## src/rtl/muldiv_pkg.sv

```systemverilog
// Shared types and op decode helpers for the RV32M iterative multiply/divide unit.
package muldiv_pkg;

  typedef enum logic [2:0] {
    OP_MUL    = 3'd0,
    OP_MULH   = 3'd1,
    OP_MULHSU = 3'd2,
    OP_MULHU  = 3'd3,
    OP_DIV    = 3'd4,
    OP_DIVU   = 3'd5,
    OP_REM    = 3'd6,
    OP_REMU   = 3'd7
  } op_e;

  typedef enum logic [1:0] {
    S_IDLE = 2'd0,
    S_CALC = 2'd1,
    S_FIX  = 2'd2,
    S_DONE = 2'd3
  } state_e;

  function automatic logic is_div(op_e op);
    return (op == OP_DIV) || (op == OP_DIVU) || (op == OP_REM) || (op == OP_REMU);
  endfunction

  function automatic logic is_rem(op_e op);
    return (op == OP_REM) || (op == OP_REMU);
  endfunction

  function automatic logic signed_a(op_e op);
    return (op == OP_MULH) || (op == OP_MULHSU) || (op == OP_DIV) || (op == OP_REM);
  endfunction

  function automatic logic signed_b(op_e op);
    return (op == OP_MULH) || (op == OP_DIV) || (op == OP_REM);
  endfunction

endpackage

```

## src/rtl/muldiv_step.sv

```systemverilog
// One radix-2 iteration: shift-add multiply or restoring-divide step, purely combinational.
// Multiply uses acc as {partial product hi, multiplier}; divide uses acc[W-1:0] as dividend/quotient.
module muldiv_step #(
  parameter int W = 32
) (
  input  logic           is_div,
  input  logic [W-1:0]   opnd,
  input  logic [2*W-1:0] acc_in,
  input  logic [W-1:0]   rem_in,
  output logic [2*W-1:0] acc_out,
  output logic [W-1:0]   rem_out
);

  logic [W:0]   sum;
  logic [2*W:0] prod_sh;
  logic [W:0]   trial;
  logic [W:0]   diff;

  always_comb begin
    sum     = {1'b0, acc_in[2*W-1:W]} + (acc_in[0] ? {1'b0, opnd} : '0);
    prod_sh = {sum, acc_in[W-1:0]};
    // trial < 2*opnd, so the (W+1)-bit difference's top bit is exactly the borrow
    trial   = {rem_in, acc_in[W-1]};
    diff    = trial - {1'b0, opnd};
    if (is_div) begin
      acc_out = {acc_in[2*W-1:W], acc_in[W-2:0], ~diff[W]};
      rem_out = diff[W] ? trial[W-1:0] : diff[W-1:0];
    end else begin
      acc_out = prod_sh[2*W:1];
      rem_out = rem_in;
    end
  end

endmodule

```

## src/rtl/muldiv_unit.sv

```systemverilog
// Iterative RV32M multiply/divide beside the EX ALU; holds the pipeline via stall_req while iterating.
// Latency DATA_W/STEP_BITS+2 cycles (div-by-zero/overflow: 1); start ignored unless IDLE, flush aborts.
module muldiv_unit
  import muldiv_pkg::*;
#(
  parameter int DATA_W    = 32,
  parameter int STEP_BITS = 1,
  parameter int RD_W      = 5
) (
  input  logic              clk,
  input  logic              reset,
  input  logic              start,
  input  logic [2:0]        op,
  input  logic [DATA_W-1:0] src_a,
  input  logic [DATA_W-1:0] src_b,
  input  logic [RD_W-1:0]   rd_in,
  input  logic              flush,
  output logic              stall_req,
  output logic              busy,
  output logic              done,
  output logic [DATA_W-1:0] result,
  output logic [RD_W-1:0]   rd_out
);

  localparam int N     = DATA_W / STEP_BITS;
  localparam int CNT_W = $clog2(N + 1);
  localparam logic [CNT_W-1:0]  CNT_LOAD = CNT_W'(N);
  localparam logic [CNT_W-1:0]  CNT_ONE  = CNT_W'(1);
  localparam logic [DATA_W-1:0] ALL_ONES = '1;
  localparam logic [DATA_W-1:0] MOST_NEG = {1'b1, {(DATA_W-1){1'b0}}};

  state_e state, state_n;
  op_e    op_in, op_q;
  logic   accept;

  logic                sa_q, sb_q;
  logic [CNT_W-1:0]    cnt;
  logic [DATA_W-1:0]   opnd_q, rem_q;
  logic [2*DATA_W-1:0] acc_q;
  logic [RD_W-1:0]     rd_q;

  logic                sa_in, sb_in, div_zero, div_ovf, special, div_q;
  logic [DATA_W-1:0]   abs_a, abs_b, special_res;
  logic [2*DATA_W-1:0] acc_chain [STEP_BITS+1];
  logic [DATA_W-1:0]   rem_chain [STEP_BITS+1];
  logic [2*DATA_W-1:0] prod;
  logic [DATA_W-1:0]   quo, rmd, fix_res;

  // Operand decode: magnitudes feed the unsigned core, signs are reapplied in FIX
  assign op_in       = op_e'(op);
  assign sa_in       = signed_a(op_in) & src_a[DATA_W-1];
  assign sb_in       = signed_b(op_in) & src_b[DATA_W-1];
  assign abs_a       = sa_in ? -src_a : src_a;
  assign abs_b       = sb_in ? -src_b : src_b;
  assign div_zero    = is_div(op_in) && (src_b == '0);
  assign div_ovf     = ((op_in == OP_DIV) || (op_in == OP_REM)) &&
                       (src_a == MOST_NEG) && (src_b == ALL_ONES);
  assign special     = div_zero || div_ovf;
  assign special_res = div_zero ? (is_rem(op_in) ? src_a : ALL_ONES)
                                : (is_rem(op_in) ? '0 : src_a);

  always_ff @(posedge clk or negedge reset) begin
    if (!reset) state <= S_IDLE;
    else        state <= state_n;
  end

  always_comb begin
    state_n = state;
    accept  = 1'b0;
    case (state)
      S_IDLE: begin
        if (start && !flush) begin
          accept  = 1'b1;
          state_n = special ? S_DONE : S_CALC;
        end
      end
      S_CALC: begin
        if (flush)               state_n = S_IDLE;
        else if (cnt == CNT_ONE) state_n = S_FIX;
      end
      S_FIX:   state_n = flush ? S_IDLE : S_DONE;
      default: state_n = S_IDLE;
    endcase
  end

  assign stall_req = accept || (state == S_CALC) || (state == S_FIX);
  assign busy      = (state != S_IDLE);
  assign done      = (state == S_DONE);

  assign div_q        = is_div(op_q);
  assign acc_chain[0] = acc_q;
  assign rem_chain[0] = rem_q;

  for (genvar i = 0; i < STEP_BITS; i++) begin : g_step
    muldiv_step #(.W(DATA_W)) u_step (
      .is_div  (div_q),
      .opnd    (opnd_q),
      .acc_in  (acc_chain[i]),
      .rem_in  (rem_chain[i]),
      .acc_out (acc_chain[i+1]),
      .rem_out (rem_chain[i+1])
    );
  end

  always_comb begin
    prod = (sa_q ^ sb_q) ? -acc_q : acc_q;
    quo  = (sa_q ^ sb_q) ? -acc_q[DATA_W-1:0] : acc_q[DATA_W-1:0];
    rmd  = sa_q ? -rem_q : rem_q;
    case (op_q)
      OP_MUL:                       fix_res = prod[DATA_W-1:0];
      OP_MULH, OP_MULHSU, OP_MULHU: fix_res = prod[2*DATA_W-1:DATA_W];
      OP_DIV, OP_DIVU:              fix_res = quo;
      default:                      fix_res = rmd;
    endcase
  end

  always_ff @(posedge clk or negedge reset) begin
    if (!reset) begin
      op_q   <= OP_MUL;
      sa_q   <= 1'b0;
      sb_q   <= 1'b0;
      cnt    <= '0;
      opnd_q <= '0;
      rem_q  <= '0;
      acc_q  <= '0;
      rd_q   <= '0;
      result <= '0;
      rd_out <= '0;
    end else begin
      case (state)
        S_IDLE: begin
          if (accept) begin
            op_q  <= op_in;
            rd_q  <= rd_in;
            sa_q  <= sa_in;
            sb_q  <= sb_in;
            cnt   <= CNT_LOAD;
            rem_q <= '0;
            // Divide shifts the dividend out of acc low half; multiply shifts the multiplier out
            opnd_q <= is_div(op_in) ? abs_b : abs_a;
            acc_q  <= {{DATA_W{1'b0}}, (is_div(op_in) ? abs_a : abs_b)};
            if (special) begin
              result <= special_res;
              rd_out <= rd_in;
            end
          end
        end
        S_CALC: begin
          acc_q <= acc_chain[STEP_BITS];
          rem_q <= rem_chain[STEP_BITS];
          cnt   <= cnt - CNT_ONE;
        end
        S_FIX: begin
          if (!flush) begin
            result <= fix_res;
            rd_out <= rd_q;
          end
        end
        default: ;
      endcase
    end
  end

endmodule

```

## config.mk

```make
export PLATFORM = sky130hd
export DESIGN_NAME = muldiv_unit
export DESIGN_NICKNAME = d
export VERILOG_FILES = /design/src/rtl/muldiv_pkg.sv /design/src/rtl/muldiv_step.sv /design/src/rtl/muldiv_unit.sv
export SDC_FILE = /design/constraint.sdc
export NUM_CORES = 1
export LEC_CHECK = 0
export ABC_AREA = 0
export ABC_CLOCK_PERIOD_IN_PS = 3500
export BUFFER_PORTS_ARGS = -buffer_cell sky130_fd_sc_hd__buf_2
export CAP_MARGIN = 20
export CORE_UTILIZATION = 56
export DETAILED_ROUTE_END_ITERATION = 8
export PLACE_DENSITY = 0.78
export SLEW_MARGIN = 20
export SYNTH_ARGS = -nofsm -noshare
export SYNTH_HDL_FRONTEND = slang
export SYNTH_SLANG_ARGS = --single-unit
```

## constraint.sdc

```tcl
create_clock -name clk -period 3.5 [get_ports clk]
set_clock_uncertainty 0.05 [all_clocks]
set_input_delay 0.7 -clock clk [delete_from_list [all_inputs] [get_ports clk]]
set_output_delay 0.7 -clock clk [all_outputs]
set_load 0.02 [all_outputs]
```

* Word-level counts from Yosys, hierarchy flattened
Cells that the tools add are included.
Word-level totals: bits in registers 183, bits of input ports 76, logic and storage cells 122
Operators by class: add/sub/neg operators 8, equal/unequal tests 26, mux-type cells 37, bitwise gates (word level) 4, reductions and logical operators 35
Operators by type and width (number):
- $mux W32 | 16
- $mux W64 | 3
- $neg A32 Y32 | 4
- $pmux W32 S2 | 2
- $pmux W64 S2 | 1
- $pmux W32 S3 | 1
- $eq A32 B32 Y1 const B | 2
- $neg A64 Y64 | 1
- $add A32 B33 Y33 | 1
- $sub A33 B32 Y33 | 1
- $logic_not A32 Y1 | 1
- $eq A3 B3 Y1 const B | 8
- $logic_or A1 B1 Y1 | 16
- $mux W5 | 3
- $ne A2 B2 Y1 const B | 6
- $pmux W6 S2 | 1
- $mux W2 | 5
- $pmux W5 S2 | 1
- $eq A3 B2 Y1 const B | 3
- $eq A3 B1 Y1 const B | 2
- $eq A6 B1 Y1 const B | 1
- $mux W6 | 1
- $pmux W2 S3 | 1
- $reduce_and A2 Y1 | 3
- other kinds (17) | 26

* Logic depth before layout (Yosys ltp)
Gate-level depths: netlist (run 1).
word-level depth 9, gate-level depth with buffers 14

* Hierarchy
Synthesis (run 1) repeated with hierarchy kept, for this count alone.
Unflattened totals: cell total of the unflattened synthesis 2429, area, all modules 18151.2 µm²
Modules (own cells, without submodules):
- muldiv_unit | times used 1, cells an instance 1647, area an instance 12979.9 µm², seq. area each 4579.4 µm²
- muldiv_step | times used 1, cells an instance 782, area an instance 5171.2 µm², seq. area each 0.0 µm²

* Worst setup path after synthesis (run 1)
No wires, ideal clock.
path kind input port to flip-flop, from input src_b[2], to register result[10], data arrival time 3.227 ns, data required time 3.324 ns, setup slack 0.097 ns, cell stages on the path 9, buffers on the path 2, cell sequence or4_1 -> or4_1 -> nor3_2 -> and2_1 -> a41oi_1 -> o31a_1 -> buf_6 -> buf_4 -> a221o_1
Between the ends: cells in the longest elaborated chain, start to end 6, elaborated cells between the ends (all ways) 11, classes of those cells 2 x eq/ne; 4 x mux; 5 x reduce/logical
RTL lines:
- from (decl) | RTL line muldiv_unit.sv:15 | input logic [DATA_W-1:0] src_b,
- $logic_not A32 Y1 | RTL line muldiv_unit.sv:55 | assign div_zero = is_div(op_in) && (src_b == '0);
- $logic_and A1 B1 Y1 | RTL line muldiv_unit.sv:55
- $mux W32 | RTL line muldiv_unit.sv:59 | assign special_res = div_zero ? (is_rem(op_in) ? src_a : ALL_ONES)
- $mux W32 | RTL line muldiv_unit.sv:142 | if (special) begin
- $mux W32 | RTL line muldiv_unit.sv:132 | if (accept) begin
- $pmux W32 S2 | RTL line muldiv_unit.sv:130 | case (state)
- to (signal assigned) | RTL line muldiv_unit.sv:143 | result <= special_res;
- to (signal assigned) | RTL line muldiv_unit.sv:155 | result <= fix_res;
- to (decl) | RTL line muldiv_unit.sv:21 | output logic [DATA_W-1:0] result,
Parallel ways exist; a longest one is shown, timed or not. The select of a mux whose other input is x is not followed. A chain may end at the register's enable or synchronous reset.

* Worst setup path in the final report (run 1)
from register acc_q[18], to register result[28]
Between the ends: cells in the longest elaborated chain, start to end 5, elaborated cells between the ends (all ways) 7, classes of those cells 2 x add/sub; 5 x mux
RTL lines:
- from (decl) | RTL line muldiv_unit.sv:39 | logic [2*DATA_W-1:0] acc_q;
- from (signal assigned) | RTL line muldiv_unit.sv:141 | acc_q <= {{DATA_W{1'b0}}, (is_div(op_in) ? abs_a : abs_b)};
- from (signal assigned) | RTL line muldiv_unit.sv:149 | acc_q <= acc_chain[STEP_BITS];
- $neg A64 Y64 or $neg A32 Y32 (tied branches) | RTL line muldiv_unit.sv:106, muldiv_unit.sv:107
- $mux W64 or $mux W32 (tied branches) | RTL line muldiv_unit.sv:106, muldiv_unit.sv:107
- $pmux W32 S3 (*) | RTL line muldiv_unit.sv:109 | case (op_q)
- $mux W32 (*) | RTL line muldiv_unit.sv:154 | if (!flush) begin
- $pmux W32 S2 (*) | RTL line muldiv_unit.sv:130
Every way passes the cells marked *; elsewhere a longest branch is shown, timed or not. The select of a mux whose other input is x is not followed.

==> results.ini, run 1 <==
[global_route]
gr-usage-met3_pct = 7.087
antenna_found_initial = 2
grt_max_degree = 83
grt.overflow.total = 0
track_usage_pct = 40.17
grt_use_met2_pct = 60.73
global_route.usage.met1_pct = 53.70
top_usage_layer = met2
grt_pass1_vias = 15853
grt_pass1_wl_mm = 90.11

[cts]
cts_tree = built
hold_buffers = 0
clk_latency_ps = 470
cts_buffer_depth = 2
clkTransAtPathRegs_ps = 90
cts-buffers-inserted = 17
cts.htree.levels = 4
clock-sinks = 183
clockRootBuffer = clkbuf_16

[placed_design]
portBuffers = 115
place.gp.congestion = 1.031
dpl.hpwl_mm = 45.18

[cells_and_area]
layout_common_cells = 209 x nand2_1, 198 x o21ai_0, 182 x dfrtp_1, 180 x nor2_1, 164 x buf_4
layout_commonest_cell = nand2_1
final_core_util_pct = 67.18
area_growth_pct = 16.89
nFillCells = 2438
layout-drive-gt1-share_pct = 17.30
n_antenna_cell = 0
nets = 2373

[routing]
avgViaCountPerCell = 6.609
post-route-drc-count = 0
wl_per_cell_um = 22.41
ant_nets = 0
vias = 17282
drt_wl_total_mm = 58.60
dr.pass1.iters = 7
drt-initial-drc-count = 2123

[logic_synthesis]
synthArstFlopShare_pct = 100.0
syn_inst = 2043
synth_cell_types = 81
synth.avg_cell_area_um2 = 7.901
synth-main-ff-cell = dfrtp_1
syn_nets = 2192
ys_ff_latch = 183
yosysWarnings = 0
syn_area_mm2 = 0.01614
synth-edff-count = 0
ys_seq_area_share_pct = 28.37

[floorplan]
die_width_um = 171.8
die_h_um = 171.8
boundaryPins = 116
start_util_pct = 57.47
coreArea_mm2 = 0.02809
dieArea_mm2 = 0.02951
rows = 61

[critical_path]
reg2reg_depth = 12
cp_data_required_time_ps = 3800
critPathKind = reg -> reg
cp-start-kind = register
cp-end-kind = register
critPathArrivalTime_ps = 3840
cp_max_fo = 4

[sta]
tightest_slew_ps = 1040
max_slew_margin_pct = 30.51
slew_violations = 0
max_freq_mhz = 282.3
fin_setup_tns_ps = -42.77
setup_slack_ps = -42.77
finalSetupViolCount = 1
fin_crit_sh_pct = 101.2
period_needed_ps = 3543
final-hold-violation-count = 0
rsz0062_at_grt = true

[power]
p_seq_share_pct = 23.8
switching_share_pct = 50.09
internal-power_w = 0.007742
pwr-share-comb_pct = 62.8
ir_worst_vdd_uv = 554.8
power_density_mw_per_mm2 = 822.1
p_switching_w = 0.007769
p_leak_nw = 8.510
clkPwrFrac_pct = 13.4

[run_status]
status = finished with violations
violations = setup timing

[flow_run]
drv_cap = 0

[hold_path]
hold_class = in -> async

per-layer routing:
layer  wire length [um]  part of all wire [%]
met1              23840                    41
met2              25710                    44
met3               5336                   9.1
met4               3685                   6.3
met5                 31                 0.053
synthesized netlist by cell type, drive strengths merged, types with 22 or more instances:
cell type | count | share of area, %
a21o | 33 | 1.5
xor2 | 100 | 5.4
nor2 | 185 | 4.3
dfrtp | 183 | 28
o21ai | 204 | 6.3
a31oi | 30 | 1.2
nand2b | 27 | 1.0
nand3 | 36 | 1.1
nor3 | 44 | 1.4
inv | 69 | 1.6
nand2 | 209 | 4.9
xnor2 | 93 | 5.0
a21oi | 153 | 4.7
clkbuf | 104 | 2.4
mux2i | 58 | 3.6
o31ai | 32 | 1.5
ha | 71 | 5.5
o211ai | 22 | 1.0
a211oi | 35 | 1.7
stage by stage:
stage	area [um^2]	hold WS [ps]	cells	total power [W]	setup slack, ps
floorplan	16140	354.4	2043	0.009736	96.69
global placement	18100	407.5	2577	0.01275	-146.3
detailed placement	18100	416.0	2577	0.01301	-195.6
CTS	18740	240.0	2610	0.01514	-41.03
global route	18870	254.6	2615	0.01647	-94.51
finish	18870	187.6	2615	0.01551	-42.77
power by group through the flow:
| stage | Clock [W] | Sequential, W | Combinational, W |
|---|---|---|---|
| 6_report | 0.00208 | 0.00369 | 0.00974 |
| 2_1_floorplan | 0 | 0.00353 | 0.00621 |
| 3_3_place_gp | 0 | 0.00365 | 0.00910 |
| 5_1_grt | 0.00217 | 0.00379 | 0.0105 |
| 3_5_place_dp | 0 | 0.00367 | 0.00934 |
| 4_1_cts | 0.00208 | 0.00365 | 0.00941 |
repair_timing:
item,4_1_cts,5_1_grt
pin swaps,2,9
resized for setup,3,23
setup buffers,1,5
setup endpoints to repair,4,44
sequential cells by signal, indices dropped and copies added, names as in the netlist:
register,count
state,2
sa_q,1
acc_q,64
result,32
rem_q,32
cnt,6
sb_q,1
op_q,3
opnd_q,32
rd_out,5
rd_q,5
worst max-delay path, cell delays in order, from the launching register on:
cell and delay, ps:
dfrtp_1 400, or4_4 540, or4_4 460, nand4bb_1 220, buf_6 150, nor4_4 200
buf_4 180, and4b_1 250, a31oi_1 120, xor2_1 180, a222oi_1 400, buf_4 200
o221ai_2 80
path summary, 6_finish.rpt:
check,startpoint,to,slack (ps)
worst max-delay path,acc_q[18]$_DFFE_PN0P_,result[28]$_DFFE_PN0P_,-40
worst min-delay path,reset,rem_q[3]$_DFFE_PN0P_,190
worst max register to register,acc_q[18]$_DFFE_PN0P_,result[28]$_DFFE_PN0P_,-40
worst min register to register,rd_q[4]$_DFFE_PN0P_,rd_q[4]$_DFFE_PN0P_,440
max in group asynchronous,reset,op_q[2]$_DFFE_PN0P_,2330
min in group clk,rd_in[1],rd_q[1]$_DFFE_PN0P_,400
final cells by class:
type	count	area [um^2]	area share, %
Clock buffer	17	425.4	2.255
Clock inverter	15	193.9	1.028
Inverter	70	262.8	1.393
Multi-Input combinational cell	1665	10970	58.12
Sequential cell	183	4581	24.28
Tap cell	378	473.0	2.507
Timing Repair Buffer	287	1967	10.42
logic make-up after synthesis:
kind of cell,count (synthesis),synth area share (%)
AOI/OAI and AO/OA,693,27.56
muxes,75,4.783
buffers and inverters,195,4.658
adders and majority gates,73,5.751
xor gates and xnor gates,193,10.47
DFF,183,28.37
and+or+nand+nor,631,18.40
No activity file was read; power rests on OpenSTA's default activity.
==> inputs of run 2 (changes only) <==
--- a/config.mk
+++ b/config.mk
@@ -6,7 +6,7 @@
 export NUM_CORES = 1
 export LEC_CHECK = 0
 export ABC_AREA = 0
-export ABC_CLOCK_PERIOD_IN_PS = 3500
+export ABC_CLOCK_PERIOD_IN_PS = 3000
 export BUFFER_PORTS_ARGS = -buffer_cell sky130_fd_sc_hd__buf_2
 export CAP_MARGIN = 20
 export CORE_UTILIZATION = 56
==> constraint.sdc (replaced) <==
create_clock -name clk -period 3 [get_ports clk]
set_clock_uncertainty 0.05 [all_clocks]
set_input_delay 0.6 -clock clk [delete_from_list [all_inputs] [get_ports clk]]
set_output_delay 0.6 -clock clk [all_outputs]
set_load 0.02 [all_outputs]
==> results.ini, run 2 (synthesized netlist as in run 1, its figures left out) <==
[cells_and_area]
final_area_mm2 = 0.02236  ; +19%
area_growth_pct = 38.54
nets = 2652  ; +12%
largest_reg_flops = 64  ; unchanged
final_core_util_pct = 79.62  ; +12 points
regMostFlops = acc_q
layout-drive-gt1-share_pct = 33.11  ; +16 points
layout_commonest_cell = buf_4
layoutNonFillerInstCount = 2894  ; +11%
layout_common_cells = 404 x buf_4, 199 x nand2_1, 182 x dfrtp_1, 167 x nor2_1, 158 x o21ai_0
n_antenna_cell = 0  ; unchanged

[power]
p_leak_nw = 10.27  ; +21%
power_density_mw_per_mm2 = 970.7  ; +18%
ir_worst_vdd_uv = 700.6  ; +26%

[floorplan]
start_util_pct = 57.47  ; unchanged
die_width_um = 171.8  ; unchanged
rows = 61  ; unchanged
dieArea_mm2 = 0.02951  ; unchanged
boundaryPins = 116  ; unchanged
coreArea_mm2 = 0.02809  ; unchanged
die_h_um = 171.8  ; unchanged

[routing]
post-route-drc-count = 0  ; unchanged
drt-initial-drc-count = 2784  ; +31%
vias = 19405  ; +12%
ant_nets = 0  ; unchanged
dr.pass1.iters = 7  ; unchanged
drt_wl_total_mm = 69.42  ; +18%
avgViaCountPerCell = 6.705  ; +1.5%
wl_per_cell_um = 23.99  ; +7.0%

[critical_path]
cp_max_fo = 5  ; +1
crit_top_cell = buf_4
cp-end-kind = register
cp_data_required_time_ps = 3310  ; -490 ps
slowest_stage = or4_4
cp-start-kind = register
cp_num_buf_inv = 4  ; +1
critPathArrivalTime_ps = 3690  ; -150 ps
cpPeakStageDelay_ps = 530  ; about the same
cp_cell_sequence = or4_4, or4_4, nand4bb_4, buf_4, buf_6, buf_4, nor2_2, a31oi_2, xor2_1, a222oi_1, buf_4, o21ai_0, mux2_2
critPathKind = reg -> reg
crit_family = simple AND/OR/NAND/NOR gates

[sta]
tightest_slew_ps = 974.0  ; -65.87 ps
period_needed_ps = 3383  ; -160.1 ps
final-hold-violation-count = 0  ; unchanged
max_freq_mhz = 295.6  ; +4.7%
slew_violations = 0  ; unchanged
setup_slack_ps = -382.7  ; -339.9 ps
finalSetupViolCount = 49  ; +48
max_slew_margin_pct = 35.07  ; +4.6 points
rsz0062_at_grt = true
fin_crit_sh_pct = 112.8  ; +12 points

[global_route]
grt_pass1_wl_mm = 97.78  ; +8.5%
antenna_found_initial = 0  ; -2
grt.overflow.total = 0  ; unchanged
track_usage_pct = 43.97  ; +3.8 points
grt_pass1_vias = 17128  ; +8.0%
gr-usage-met3_pct = 8.214  ; +1.1 points
top_usage_layer = met2
global_route.usage.met1_pct = 57.94  ; +4.2 points
grt_max_degree = 74  ; -11%
grt_use_met2_pct = 68.51  ; +7.8 points

[run_status]
violations = setup timing
status = finished with violations

[cts]
cts_buffer_depth = 2  ; unchanged
cts.htree.levels = 4  ; unchanged
clock-sinks = 183  ; unchanged
cts-buffers-inserted = 17  ; unchanged
clockRootBuffer = clkbuf_16
cts_tree = built
hold_buffers = 0  ; unchanged
clk_latency_ps = 470  ; about the same
clkTransAtPathRegs_ps = 80  ; about the same

[placed_design]
place.gp.congestion = 1.011  ; -2.0%
dpl.hpwl_mm = 49.94  ; +11%
placed_area_mm2 = 0.01990  ; +9.9%
portBuffers = 115  ; unchanged
dpl.cell_count = 2805  ; +8.8%

[flow_run]
drv_cap = 0  ; unchanged

[hold_path]
hold_class = in -> async

==> run 2: repair_timing <==
action	4_1_cts	5_1_grt
cloned	1	7
pin swaps	63	97
resized for setup	113	196
endpoints found under the setup margin	76	92
setup buffers	30	29
==> run 2: stage by stage <==
stage	hold slack [ps]	TNS, ps	power (W)	setup slack [ps]
4_1_cts	137.6	-6491	0.02006	-356.3
6_report	62.13	-7779	0.02171	-382.7
2_1_floorplan	254.4	-4091	0.01152	-180.3
3_5_place_dp	420.7	-31610	0.01687	-577.5
3_3_place_gp	407.1	-23540	0.01652	-491.8
5_1_grt	127.8	-14360	0.02275	-450.9
==> run 2: report_power, final <==
part           internal, W  switching (W)  total [W]  leakage (nW)
Sequential         0.00323       0.000831    0.00406          2.36
Clock              0.00120        0.00125    0.00245         0.297
Combinational      0.00669        0.00851     0.0152          7.61
Total               0.0111         0.0106     0.0217          10.3
==> run 2: layer usage <==
metal	vias to the layer above	wire (um)
met5	-	0
li1	8418	-
met3	376	7858
met2	1401	30640
met4	0	5059
met1	9210	25860
==> run 2: final cells by class <==
| type | instances | area (um^2) |
|---|---|---|
| multi-input cells | 1666 | 12120 |
| fillers | 1930 | 5724 |
| flip-flops and latches | 183 | 4581 |
| repair buffers | 565 | 4308 |
| well taps | 378 | 473.0 |
| clock buffers | 17 | 425.4 |
| inverters | 70 | 265.3 |
| clock inverters | 15 | 186.4 |
==> run 2: worst paths after layout <==
check,slack [ps],startpoint,cells after the start,end
worst min-delay path,60,reset,1,rem_q[4]$_DFFE_PN0P_
worst max register to register,-380,acc_q[18]$_DFFE_PN0P_,13,result[0]$_DFFE_PN0P_
max in group asynchronous,2020,reset,2,cnt[1]$_DFFE_PN0P_
min in group clk,280,rd_in[3],3,rd_q[3]$_DFFE_PN0P_
worst min register to register,440,result[20]$_DFFE_PN0P_,2,result[20]$_DFFE_PN0P_
worst max-delay path,-380,acc_q[18]$_DFFE_PN0P_,13,result[0]$_DFFE_PN0P_
